## src/rtl/instruction_fetch_stage.sv

```systemverilog
// rtl/instruction_fetch_stage.sv - PC owner, single-outstanding imem fetch, 2-bit BTB, output slot + skid
module instruction_fetch_stage #(
   parameter logic [31:0] RESET_PC    = 32'h0000_0000,
   parameter int          BTB_ENTRIES = 16,
   parameter int          BTB_IDX_W   = $clog2(BTB_ENTRIES)
) (
   input  logic        iClk,
   input  logic        iRst,
   output logic [31:0] oImemAddr,
   output logic        oImemReq,
   input  logic [31:0] iImemData,
   input  logic        iImemValid,
   input  logic        iStall,
   input  logic        iHalt,
   input  logic        iRedirect,
   input  logic [31:0] iRedirectPC,
   input  logic        iUpdateEn,
   input  logic [31:0] iUpdatePC,
   input  logic        iUpdateTaken,
   input  logic [31:0] iUpdateTarget,
   output logic [31:0] oInstruction,
   output logic [31:0] oNextPC,
   output logic        oBranchPredict,
   output logic        oValid
);
   localparam int TAG_W = 30 - BTB_IDX_W;

   logic [31:0] pc, reqPC, pcPlus4, nextFetch, respNextPC;
   logic        pending, discard, halted, reqPred;
   logic [31:0] skInstr, skNextPC;
   logic        skPred, skValid, skValidNext;
   logic        respLive, consume, predTaken;

   logic             btbValid  [BTB_ENTRIES];
   logic [TAG_W-1:0] btbTag    [BTB_ENTRIES];
   logic [31:0]      btbTarget [BTB_ENTRIES];
   logic [1:0]       btbCtr    [BTB_ENTRIES];

   logic [BTB_IDX_W-1:0] lkIdx, upIdx;
   logic [TAG_W-1:0]     lkTag, upTag;
   logic                 upHit;
   logic                 unusedUpdLsb;

   assign lkIdx     = pc[BTB_IDX_W+1:2];
   assign lkTag     = pc[31:BTB_IDX_W+2];
   assign predTaken = btbValid[lkIdx] && (btbTag[lkIdx] == lkTag) && btbCtr[lkIdx][1];
   assign pcPlus4   = pc + 32'd4;
   assign nextFetch = predTaken ? btbTarget[lkIdx] : pcPlus4;

   assign upIdx        = iUpdatePC[BTB_IDX_W+1:2];
   assign upTag        = iUpdatePC[31:BTB_IDX_W+2];
   assign upHit        = btbValid[upIdx] && (btbTag[upIdx] == upTag);
   assign unusedUpdLsb = ^iUpdatePC[1:0];

   assign respLive   = iImemValid && pending && !discard;
   assign consume    = !oValid || !iStall;
   assign respNextPC = reqPC + 32'd4;

   // Skid occupancy after this edge; a full skid blocks issue so it can never overflow.
   always_comb begin
      skValidNext = 1'b0;
      if (!iRedirect) begin
         if (consume) skValidNext = skValid && respLive;
         else         skValidNext = skValid || respLive;
      end
   end

   assign oImemAddr = pc;
   assign oImemReq  = !iRst && !iRedirect && !halted && !discard &&
                      (!pending || iImemValid) && !skValidNext;

   always_ff @(posedge iClk or posedge iRst) begin
      if (iRst) begin
         pc             <= RESET_PC;
         reqPC          <= 32'd0;
         reqPred        <= 1'b0;
         pending        <= 1'b0;
         discard        <= 1'b0;
         halted         <= 1'b0;
         oValid         <= 1'b0;
         oInstruction   <= 32'd0;
         oNextPC        <= 32'd0;
         oBranchPredict <= 1'b0;
         skValid        <= 1'b0;
         skInstr        <= 32'd0;
         skNextPC       <= 32'd0;
         skPred         <= 1'b0;
      end else if (iRedirect) begin
         pc      <= iRedirectPC;
         halted  <= 1'b0;
         oValid  <= 1'b0;
         skValid <= 1'b0;
         // A still-outstanding response belongs to the flushed path and must be eaten on arrival.
         if (pending && !iImemValid) begin
            discard <= 1'b1;
         end else begin
            pending <= 1'b0;
            discard <= 1'b0;
         end
      end else begin
         if (iHalt) halted <= 1'b1;
         if (iImemValid && discard) begin
            discard <= 1'b0;
            pending <= 1'b0;
         end else if (oImemReq) begin
            pending <= 1'b1;
            reqPC   <= pc;
            reqPred <= predTaken;
            pc      <= nextFetch;
         end else if (iImemValid) begin
            pending <= 1'b0;
         end

         if (consume) begin
            if (skValid) begin
               oInstruction   <= skInstr;
               oNextPC        <= skNextPC;
               oBranchPredict <= skPred;
               oValid         <= 1'b1;
               skValid        <= respLive;
               if (respLive) begin
                  skInstr  <= iImemData;
                  skNextPC <= respNextPC;
                  skPred   <= reqPred;
               end
            end else if (respLive) begin
               oInstruction   <= iImemData;
               oNextPC        <= respNextPC;
               oBranchPredict <= reqPred;
               oValid         <= 1'b1;
            end else begin
               oValid <= 1'b0;
            end
         end else if (respLive) begin
            skInstr  <= iImemData;
            skNextPC <= respNextPC;
            skPred   <= reqPred;
            skValid  <= 1'b1;
         end
      end
   end

   always_ff @(posedge iClk or posedge iRst) begin
      if (iRst) begin
         for (int i = 0; i < BTB_ENTRIES; i++) begin
            btbValid[i[BTB_IDX_W-1:0]]  <= 1'b0;
            btbTag[i[BTB_IDX_W-1:0]]    <= '0;
            btbTarget[i[BTB_IDX_W-1:0]] <= 32'd0;
            btbCtr[i[BTB_IDX_W-1:0]]    <= 2'b00;
         end
      end else if (iUpdateEn) begin
         if (upHit) begin
            if (iUpdateTaken) begin
               btbCtr[upIdx]    <= (btbCtr[upIdx] == 2'b11) ? 2'b11 : btbCtr[upIdx] + 2'd1;
               btbTarget[upIdx] <= iUpdateTarget;
            end else begin
               btbCtr[upIdx] <= (btbCtr[upIdx] == 2'b00) ? 2'b00 : btbCtr[upIdx] - 2'd1;
            end
         end else if (iUpdateTaken) begin
            btbValid[upIdx]  <= 1'b1;
            btbTag[upIdx]    <= upTag;
            btbTarget[upIdx] <= iUpdateTarget;
            btbCtr[upIdx]    <= 2'b10;
         end
      end
   end
endmodule

```

## config.mk

```make
export PLATFORM = sky130hd
export DESIGN_NAME = instruction_fetch_stage
export DESIGN_NICKNAME = d
export VERILOG_FILES = /design/src/rtl/instruction_fetch_stage.sv
export SDC_FILE = /design/constraint.sdc
export NUM_CORES = 2
export LEC_CHECK = 0
export CAP_MARGIN = 30
export CORE_MARGIN = 3
export CORE_UTILIZATION = 40
export DETAILED_ROUTE_END_ITERATION = 8
export SYNTH_ARGS = -nofsm -noshare
export SYNTH_HDL_FRONTEND = slang
export SYNTH_SLANG_ARGS = --single-unit
```

## constraint.sdc

```tcl
create_clock -name iClk -period 52.3 [get_ports iClk]
set_clock_uncertainty 0.05 [all_clocks]
set_input_delay 5.23 -clock iClk [delete_from_list [all_inputs] [get_ports iClk]]
set_output_delay 5.23 -clock iClk [all_outputs]
set_load 0.01 [all_outputs]
```

==> impl_metrics.json <==
{
  "drv_cap": 0,
  "synthAdderAreaFrac_pct": 0.07734,
  "syn_area_per_cell_um2": 13.82,
  "irDropWorstVdd_mv": 0.02421,
  "synth_compound_area_share_pct": 4.226,
  "crit_start": "iImemValid",
  "timing.rr.start": "oImemAddr[2]$_DFFE_PP0P_",
  "worst_slack_ns": 38.35,
  "fin_nets": 4442,
  "first_global_vias": 37600,
  "die_h_um": 387.6,
  "wirelength_mm": 173.1,
  "drc_errors": 0,
  "hold_class": "register to register",
  "cp-start-kind": "input pin",
  "fp.dieW_um": 387.6,
  "synth_top_family_by_area": "multiplexers",
  "routed_via_density": 5.867,
  "synth_area_leaders": "dfrtp_1 51%, mux2_2 15%, mux4_2 13%",
  "drt_iter0_drc": 2772,
  "yosysWarnings": 0,
  "num_vias": 37060,
  "drive_gt1_share_pct": 33.46,
  "postCtsSetupRepairBufs": 0,
  "synth_seq_cells": 1176,
  "synth-edff-count": 0,
  "slew_headroom_pct": 27.63,
  "grt_overflow": 0,
  "clkLatencyLatePin_ns": 0.79,
  "ant_nets": 0,
  "h-tree-depth": 4,
  "area_growth_syn_to_layout_pct": 14.66,
  "synthDistinctLibCells": 75,
  "grt_usage_pct": 23.01,
  "synth.largest_area_cell": "dfrtp_1",
  "synth_ff_type": "dfrtp_1",
  "ctsResizeCount": 0,
  "min_from": "oNextPC[28]$_DFFE_PP0P_",
  "arrival_ns": 8.67,
  "p_total_mw": 2.776,
  "crit_type": "input pin to primary output",
  "io_pins": 235,
  "cts_made_buffers": 137,
  "pre_cts_ws_ns": 38.26,
  "place.gp.congestion": 0.8649,
  "leakagePower_nw": 28.93,
  "std_cell_rows": 139,
  "path_clk_slew_ns": 0.05,
  "grt_pass1_wl_mm": 258.7,
  "crit_fanout": 81,
  "synthXorXnorAreaFrac_pct": 1.353,
  "fill_cells": 12790,
  "hold_viol_final": 0,
  "cts.sinks": 1176,
  "synthCells": 4214,
  "synthSimpleGateAreaFrac_pct": 5.242,
  "rsz0062_at_grt": "no",
  "cts_root_buf": "clkbuf_16",
  "ys_seq_area_share_pct": 50.53,
  "period_needed_ns": 13.95,
  "grt_max_degree": 176,
  "cp-end-kind": "primary output",
  "tightest_slew_ns": 1.086,
  "ys_async_sr_fraction_pct": 100.0,
  "status": "finished clean",
  "p_per_area_nw_per_um2": 41.58,
  "cts_tree": "yes",
  "fin_crit_sh_pct": 26.68,
  "yosysTopAreaCellShare_pct": 50.53,
  "synthMuxAreaShare_pct": 35.37,
  "die_area_um2": 150200,
  "cts_buffer_depth": 3,
  "initial_utilization_pct": 40.40,
  "first_pass_iters": 6,
  "syn_area_um2": 58240,
  "syn_nets": 4352,
  "crit_required_ns": 47.02,
  "maxSlewViolCount": 0,
  "finalSetupViolations": 0,
  "final_cells": 6317,
  "whs_ns": 0.4233,
  "tns_ns": 0,
  "port_buffers": 232,
  "dp.cells": 6061,
  "dp_hpwl_mm": 104.4,
  "fmax_ghz": 0.07167,
  "antenna_found_initial": 15,
  "wl_per_cell_um": 27.39,
  "coreArea_um2": 144200,
  "holdBufCountCts": 0
}
[sequential cells by signal, summed over array words and instances (netlist names), 16 cells and up]
name          flops
btbCtr           32
btbTag          416
btbTarget       512
btbValid         16
oImemAddr        32
oInstruction     32
oNextPC          32
reqPC            32
skInstr          32
skNextPC         32
[critical path: stages]
cell             delay [ns]
clkdlybuf4s50_1        0.50
nand3b_1               0.17
nor2_1                 0.15
a31oi_1                0.05
nor2_1                 0.14
or4_4                  0.73
clkinv_1               0.93
clkdlybuf4s50_1        0.75
[placed cells by master, fill, tap and decap left out, types with 74 or more instances in the layout]
master / netlist / routed
dfrtp_1: 1176 / 1172
mux2_1: 190 / 190
mux2_2: 768 / 768
nand2_1: 335 / 331
o21ai_0: 158 / 158
a22oi_1: 74 / 74
mux2i_1: 220 / 220
clkbuf_16: 0 / 141
clkdlybuf4s50_1: 0 / 227
mux4_2: 338 / 338
buf_4: 29 / 79
nor2_1: 87 / 77
[cell usage after synthesis, drive strengths merged, types with 3 or more instances]
| library cell | n |
|---|---|
| a211oi | 8 |
| a22oi | 74 |
| o31ai | 7 |
| nor4 | 5 |
| nand2b | 28 |
| a21boi | 6 |
| a21o | 6 |
| inv | 31 |
| o31a | 3 |
| or4 | 4 |
| xnor2 | 53 |
| nor2 | 97 |
| a22o | 12 |
| and3 | 14 |
| o21ai | 158 |
| a221o | 4 |
| nand3 | 59 |
| a21oi | 44 |
| mux2 | 958 |
| o221ai | 8 |
| nand2 | 348 |
| o22ai | 17 |
| and2 | 6 |
| a221oi | 7 |
| nand4 | 18 |
| or3 | 8 |
| nor3b | 4 |
| o2111ai | 3 |
| clkbuf | 233 |
| mux2i | 220 |
| dfrtp | 1176 |
| mux4 | 338 |
| nor3 | 20 |
| buf | 137 |
| and4 | 4 |
| a31oi | 5 |
| o211ai | 5 |
| nor2b | 17 |
| nand3b | 3 |
| a211o | 3 |
| xor2 | 37 |
[cells by family (layout without fill, tap and decap cells)]
logic type,count (synthesis),after routing
multiplexers,1516,1516
flip-flops,1176,1176
AND/OR/NAND/NOR,640,640
buffers and inverters,403,600
AO/OA/AOI/OAI,385,385
XOR/XNOR,90,90
adder cells (fa/ha/maj),4,4
other,0,3
[worst paths after layout]
check / endpoint / slack [ns] / depth (start not counted)
hold reg to reg: oNextPC[28]$_DFFE_PP0P_ / 0.42 / 1
hold / removal: oNextPC[28]$_DFFE_PP0P_ / 0.42 / 1
min in group asynchronous: halted$_DFFE_PP0P_ / 4.69 / 2
max in group asynchronous: btbTag[272]$_DFFE_PP0P_ / 44.24 / 6
setup / recovery: oImemReq / 38.35 / 8
setup reg to reg: oImemAddr[13]$_DFFE_PP0P_ / 46.34 / 11
[layer usage]
| metal | vias up | track usage, % | part of all wire [%] | wire length (µm) |
|---|---|---|---|---|
| li1 | 15760 | - | - | - |
| met1 | 19900 | 32.53 | 44 | 76460 |
| met2 | 1098 | 35.63 | 46 | 80380 |
| met3 | 299 | 4.293 | 6.0 | 10360 |
| met4 | 12 | 8.126 | 3.3 | 5760 |
| met5 | - | 0 | 0.050 | 86 |
[final cells by class]
type / instances / area [µm²] / share of cell area (%)
sequential: 1176 / 29440 / 44.09
multi-input combinational: 2635 / 27080 / 40.56
clock buffer: 201 / 4044 / 6.056
timing repair buffer: 321 / 3163 / 4.737
tap: 1903 / 2381 / 3.566
clock inverter: 45 / 520.5 / 0.7794
inverter: 33 / 133.9 / 0.2005
antenna: 3 / 7.507 / 0.01124
[through the flow]
step / area, µm² / utilization (%)
CTS: 66600 / 46.19
detailed placement: 62030 / 43.03
global route: 66780 / 46.31
floorplan: 58240 / -
global placement: 62020 / 43.02
finish: 66780 / 46.32
[where the power goes]
group | total [mW] | internal [mW] | switching, mW
registers | 1.21 | 1.09 | 0.121
logic | 0.600 | 0.326 | 0.274
clock network | 0.968 | 0.569 | 0.399
(Power assumes the default switching activity.)
